<file path="src/rtl/rps_requester.sv">
// Requester side of the 4-way rotating-priority grant interface.
// Holds one job per client as a remaining-beat counter, raises req while
// beats remain, consumes one beat per legal one-hot grant, and reports
// beats, completions, illegal grants and starvation.
module rps_requester #(
  parameter int LEN_W    = 4,
  parameter int MAX_WAIT = 8
) (
  input  logic             clock,
  input  logic             reset,
  input  logic             job_valid,
  input  logic [1:0]       job_client,
  input  logic [LEN_W-1:0] job_len,
  output logic             job_ready,
  output logic [3:0]       req,
  output logic             en,
  input  logic [3:0]       gnt,
  output logic             beat_valid,
  output logic [1:0]       beat_client,
  output logic [3:0]       done,
  output logic             proto_err,
  output logic [3:0]       starve,
  output logic [15:0]      beat_count
);

  localparam int WAIT_W = $clog2(MAX_WAIT + 1);

  logic [3:0][LEN_W-1:0]  rem;
  logic [3:0][WAIT_W-1:0] wait_cnt;
  logic                   gnt_onehot;
  logic                   legal;
  logic                   illegal;
  logic [1:0]             gnt_idx;
  logic                   accept;
  logic [3:0]             done_nxt;

  // Requests come straight from the counters, so they are register-timed.
  always_comb begin
    for (int i = 0; i < 4; i++) req[i] = (rem[i] != '0);
    en = |req;
  end

  // Grant qualification: exactly one bit set, and it lands on a requester.
  always_comb begin
    gnt_onehot = (gnt != 4'b0) && ((gnt & (gnt - 4'd1)) == 4'b0);
    legal      = gnt_onehot && ((gnt & req) != 4'b0);
    illegal    = (gnt != 4'b0) && !legal;
    gnt_idx    = 2'd0;
    for (int i = 0; i < 4; i++) if (gnt[i]) gnt_idx = 2'(i);
  end

  // A client takes a new job only once its previous one is fully drained.
  always_comb begin
    job_ready = (rem[job_client] == '0);
    accept    = job_valid && job_ready;
  end

  // Completion pulses: last beat granted, or a zero-length job accepted.
  always_comb begin
    done_nxt = 4'b0;
    if (legal && rem[gnt_idx] == LEN_W'(1)) done_nxt[gnt_idx] = 1'b1;
    if (accept && job_len == '0) done_nxt[job_client] = 1'b1;
  end

  // Beat bookkeeping; accept and grant never target the same client, since
  // accept needs rem==0 and a legal grant needs rem!=0.
  always_ff @(posedge clock) begin
    if (reset) begin
      rem         <= '0;
      beat_valid  <= 1'b0;
      beat_client <= 2'd0;
      done        <= 4'b0;
      proto_err   <= 1'b0;
      beat_count  <= 16'd0;
    end else begin
      done       <= done_nxt;
      beat_valid <= legal;
      if (legal) begin
        rem[gnt_idx] <= rem[gnt_idx] - LEN_W'(1);
        beat_client  <= gnt_idx;
        beat_count   <= beat_count + 16'd1;
      end
      if (illegal) proto_err <= 1'b1;
      if (accept) rem[job_client] <= job_len;
    end
  end

  // Starvation: count consecutive ungranted request cycles, flag at the cap.
  always_ff @(posedge clock) begin
    if (reset) begin
      wait_cnt <= '0;
      starve   <= 4'b0;
    end else begin
      for (int i = 0; i < 4; i++) begin
        if (wait_cnt[i] == WAIT_W'(MAX_WAIT)) starve[i] <= 1'b1;
        if (!req[i] || (legal && gnt[i]))
          wait_cnt[i] <= '0;
        else if (!gnt[i] && wait_cnt[i] != WAIT_W'(MAX_WAIT))
          wait_cnt[i] <= wait_cnt[i] + WAIT_W'(1);
      end
    end
  end

endmodule

</file>
<file path="config.mk">
export PLATFORM = sky130hd
export DESIGN_NAME = rps_requester
export DESIGN_NICKNAME = d
export VERILOG_FILES = /design/src/rtl/rps_requester.sv
export SDC_FILE = /design/constraint.sdc
export NUM_CORES = 1
export LEC_CHECK = 0
export ABC_AREA = 1
export CAP_MARGIN = 10
export CORE_MARGIN = 4
export CORE_UTILIZATION = 25
export DETAILED_ROUTE_END_ITERATION = 8
export GPL_ROUTABILITY_DRIVEN = 0
export GPL_TIMING_DRIVEN = 0
export PLACE_DENSITY = 0.44
export SYNTH_ARGS = -nofsm -noshare
export SYNTH_HDL_FRONTEND = slang
export SYNTH_SLANG_ARGS = --single-unit
</file>
<file path="constraint.sdc">
create_clock -name clock -period 4.2 [get_ports clock]
set_input_delay 0.84 -clock clock [delete_from_list [all_inputs] [get_ports clock]]
set_output_delay 0.84 -clock clock [all_outputs]
set_load 0.01 [all_outputs]
</file>
==> flow_metrics.py <==
metrics = {
    "run_status": {
        "status": "complete, no violations",
    },
    "floorplan": {
        "rows": 42,
        "die_h_um": 125,
        "design.die.area_um2": 15700,
        "io_pins": 47,
        "die_w_um": 125,
        "core_um2": 13300,
        "start_util": 0.257,
    },
    "finish": {
        "fin_cells": 744,
        "multi_input_area_um2": 1860,
        "most-common-layout-cells": "nand2_1 (130), inv_1 (69), dfxtp_1 (60), nand3_1 (56), nor2_1 (52)",
        "drive_above_1_share": 0.0915,
        "diodes": 0,
        "area_delta_synth_final_pct": 28.8,
        "final_common_cell": "nand2_1",
        "fin_nets": 587,
        "nFillCells": 1462,
        "ff_latch_area_um2": 1200,
    },
    "clock_tree": {
        "path_clk_slew_ps": 50,
        "hold_buffers": 0,
        "cts.repair.resized": 0,
        "cts_sinks": 60,
        "cts_buffers": 9,
        "clkLatencyLatePin_ps": 330,
        "cts_tree": "done",
        "h-tree-depth": 3,
        "cts-root-buf": "clkbuf_16",
        "cts_buffer_depth": 2,
        "cts_setup_buffers": 0,
    },
    "critical_path": {
        "r2r_slack_ps": 2390,
        "r2r_start": "beat_count[0]$_SDFFE_PP0N_",
        "crit_fanout": 4,
        "start_kind": "primary input",
        "cp_data_required_time_ps": 3360,
        "critPathArrivalTime_ps": 2320,
        "crit_type": "primary input to output port",
        "cp-end-kind": "output port",
        "setup.worst_path.start": "job_client[1]",
    },
    "global_route": {
        "first_global_vias": 3248,
        "antenna_found_initial": 0,
        "grt.overflow.total": 0,
        "grt_pass1_wl_um": 16600,
        "grt.total_usage": 0.132,
        "grt_max_degree": 11,
    },
    "place": {
        "place_inst": 728,
        "port_buffers": 43,
        "hpwl_um": 7700,
    },
    "synthesis": {
        "ys_seq_area_frac": 0.350,
        "syn_avg_cell_area_um2": 6.74,
        "async_reset_ff_frac": 0,
        "ys_types": 36,
        "synth-edff-count": 0,
        "yosys_register_bits": 60,
        "ys.flop_type": "dfxtp_1",
        "syn-num-nets": 533,
        "syn-cell-area_um2": 3430,
        "postSynthCellCount": 509,
        "ys_warn_count": 0,
    },
    "timing": {
        "hold_violations": 0,
        "fin_crit_ps": 3160,
        "slew_viol_final": 0,
        "fmax_mhz": 316,
        "clock_skew_ps": 5.73,
        "final.period_utilization": 0.752,
        "rsz0062_at_grt": "no",
        "finalSetupViolCount": 0,
        "tightest_slew_ps": 592,
        "setup_tns_ps": 0,
        "max_slew_margin": 0.605,
    },
    "min_path": {
        "hp-class": "flop to flop",
        "min-delay-start": "starve[2]$_SDFFE_PP0P_",
    },
    "job": {
        "maxCapViolCount": 0,
    },
    "detailed_routing": {
        "viasPerCell": 4.54,
        "wirelength_um": 10100,
        "ant_nets": 0,
        "first_pass_iters": 5,
        "wl_per_cell_um": 13.5,
        "first_iter_violations": 283,
        "via_count": 3379,
        "drc": 0,
    },
    "pwr": {
        "power.leakage_nw": 1.80,
        "vdd_drop_max_mv": 0.182,
        "powerDensity_nw_per_um2": 409,
    },
}
-- stage by stage --
| stage | util | cell area (um2) | total power, W | setup WS [ps] | hold slack, ps |
|---|---|---|---|---|---|
| CTS | 0.331 | 4420 | 0.00183 | 1030 | 454 |
| floorplan | - | 3430 | 0.000850 | 2070 | 456 |
| global route | 0.331 | 4420 | 0.00190 | 911 | 471 |
| detailed placement | 0.306 | 4080 | 0.000992 | 1030 | 447 |
| finish | 0.331 | 4420 | 0.00181 | 1040 | 449 |
| global placement | 0.306 | 4080 | 0.000991 | 1030 | 441 |
-- where the power goes --
part / switching (W) / internal, W / total, W / leakage, nW
logic: 0.000225 / 0.000132 / 0.000357 / 1.15
clock network: 0.000260 / 0.000565 / 0.000825 / 0.169
registers: 0.0000258 / 0.000598 / 0.000623 / 0.486
-- synth_stat cells, drive strengths merged, types with 2 or more instances --
library cell | count | area share
nand3 | 57 | 0.085
o21ai | 15 | 0.024
inv | 73 | 0.081
nand3b | 2 | 0.0044
nand4 | 12 | 0.024
xnor2 | 4 | 0.010
a211oi | 2 | 0.0058
nor2 | 62 | 0.082
buf | 8 | 0.020
nor3 | 9 | 0.013
ha | 11 | 0.040
xor2 | 9 | 0.023
dfxtp | 60 | 0.35
a21oi | 40 | 0.058
nand2 | 136 | 0.16
clkbuf | 3 | 0.0033
-- final cells by class --
cell class | count | area share
multi-input cells | 364 | 0.421
flip-flops and latches | 60 | 0.272
repair buffers | 43 | 0.0975
inverters | 74 | 0.0652
clock buffers | 12 | 0.0604
well taps | 176 | 0.0499
plain buffers | 11 | 0.0184
clock inverters | 4 | 0.0159
-- cell families (layout without fill, tap and decap cells) --
group,count (synthesis),count (layout),synth area share
adder cells (fa/ha/maj),11,11,0.0401
buffers and inverters,85,144,0.108
flip-flops,60,60,0.350
AO/OA/AOI/OAI,59,59,0.0923
AND/OR/NAND/NOR,281,281,0.376
XOR/XNOR,13,13,0.0332
-- critical path, stage by stage --
cell,delay [ps]
clkdlybuf4s50_1,450
nand2_1,150
inv_1,50
nand2_1,60
nand2_1,60
nor2_2,140
clkdlybuf4s50_1,570
-- registers in the layout, summed over array words and instances, names as in the netlist --
register     cells
rem             16
beat_valid       1
beat_client      2
beat_count      16
proto_err        1
starve           4
wait_cnt        16
done             4
-- routing by layer --
metal  GRT usage  vias to the layer above  wire length, um  part of all wire
met5           0                        -                0                 0
met4      0.0504                        0              187             0.019
met3      0.0345                       12              516             0.051
met2       0.206                       77             4510              0.45
met1       0.175                     1551             4840              0.48
li1            -                     1739                -                 -
-- final timing paths --
check / depth (start not counted) / endpoint
setup / recovery: 7 / job_ready
hold / removal: 2 / starve[2]$_SDFFE_PP0P_
setup reg to reg: 8 / beat_count[12]$_SDFFE_PP0N_
hold reg to reg: 2 / starve[2]$_SDFFE_PP0P_
(Power assumes the default switching activity.)
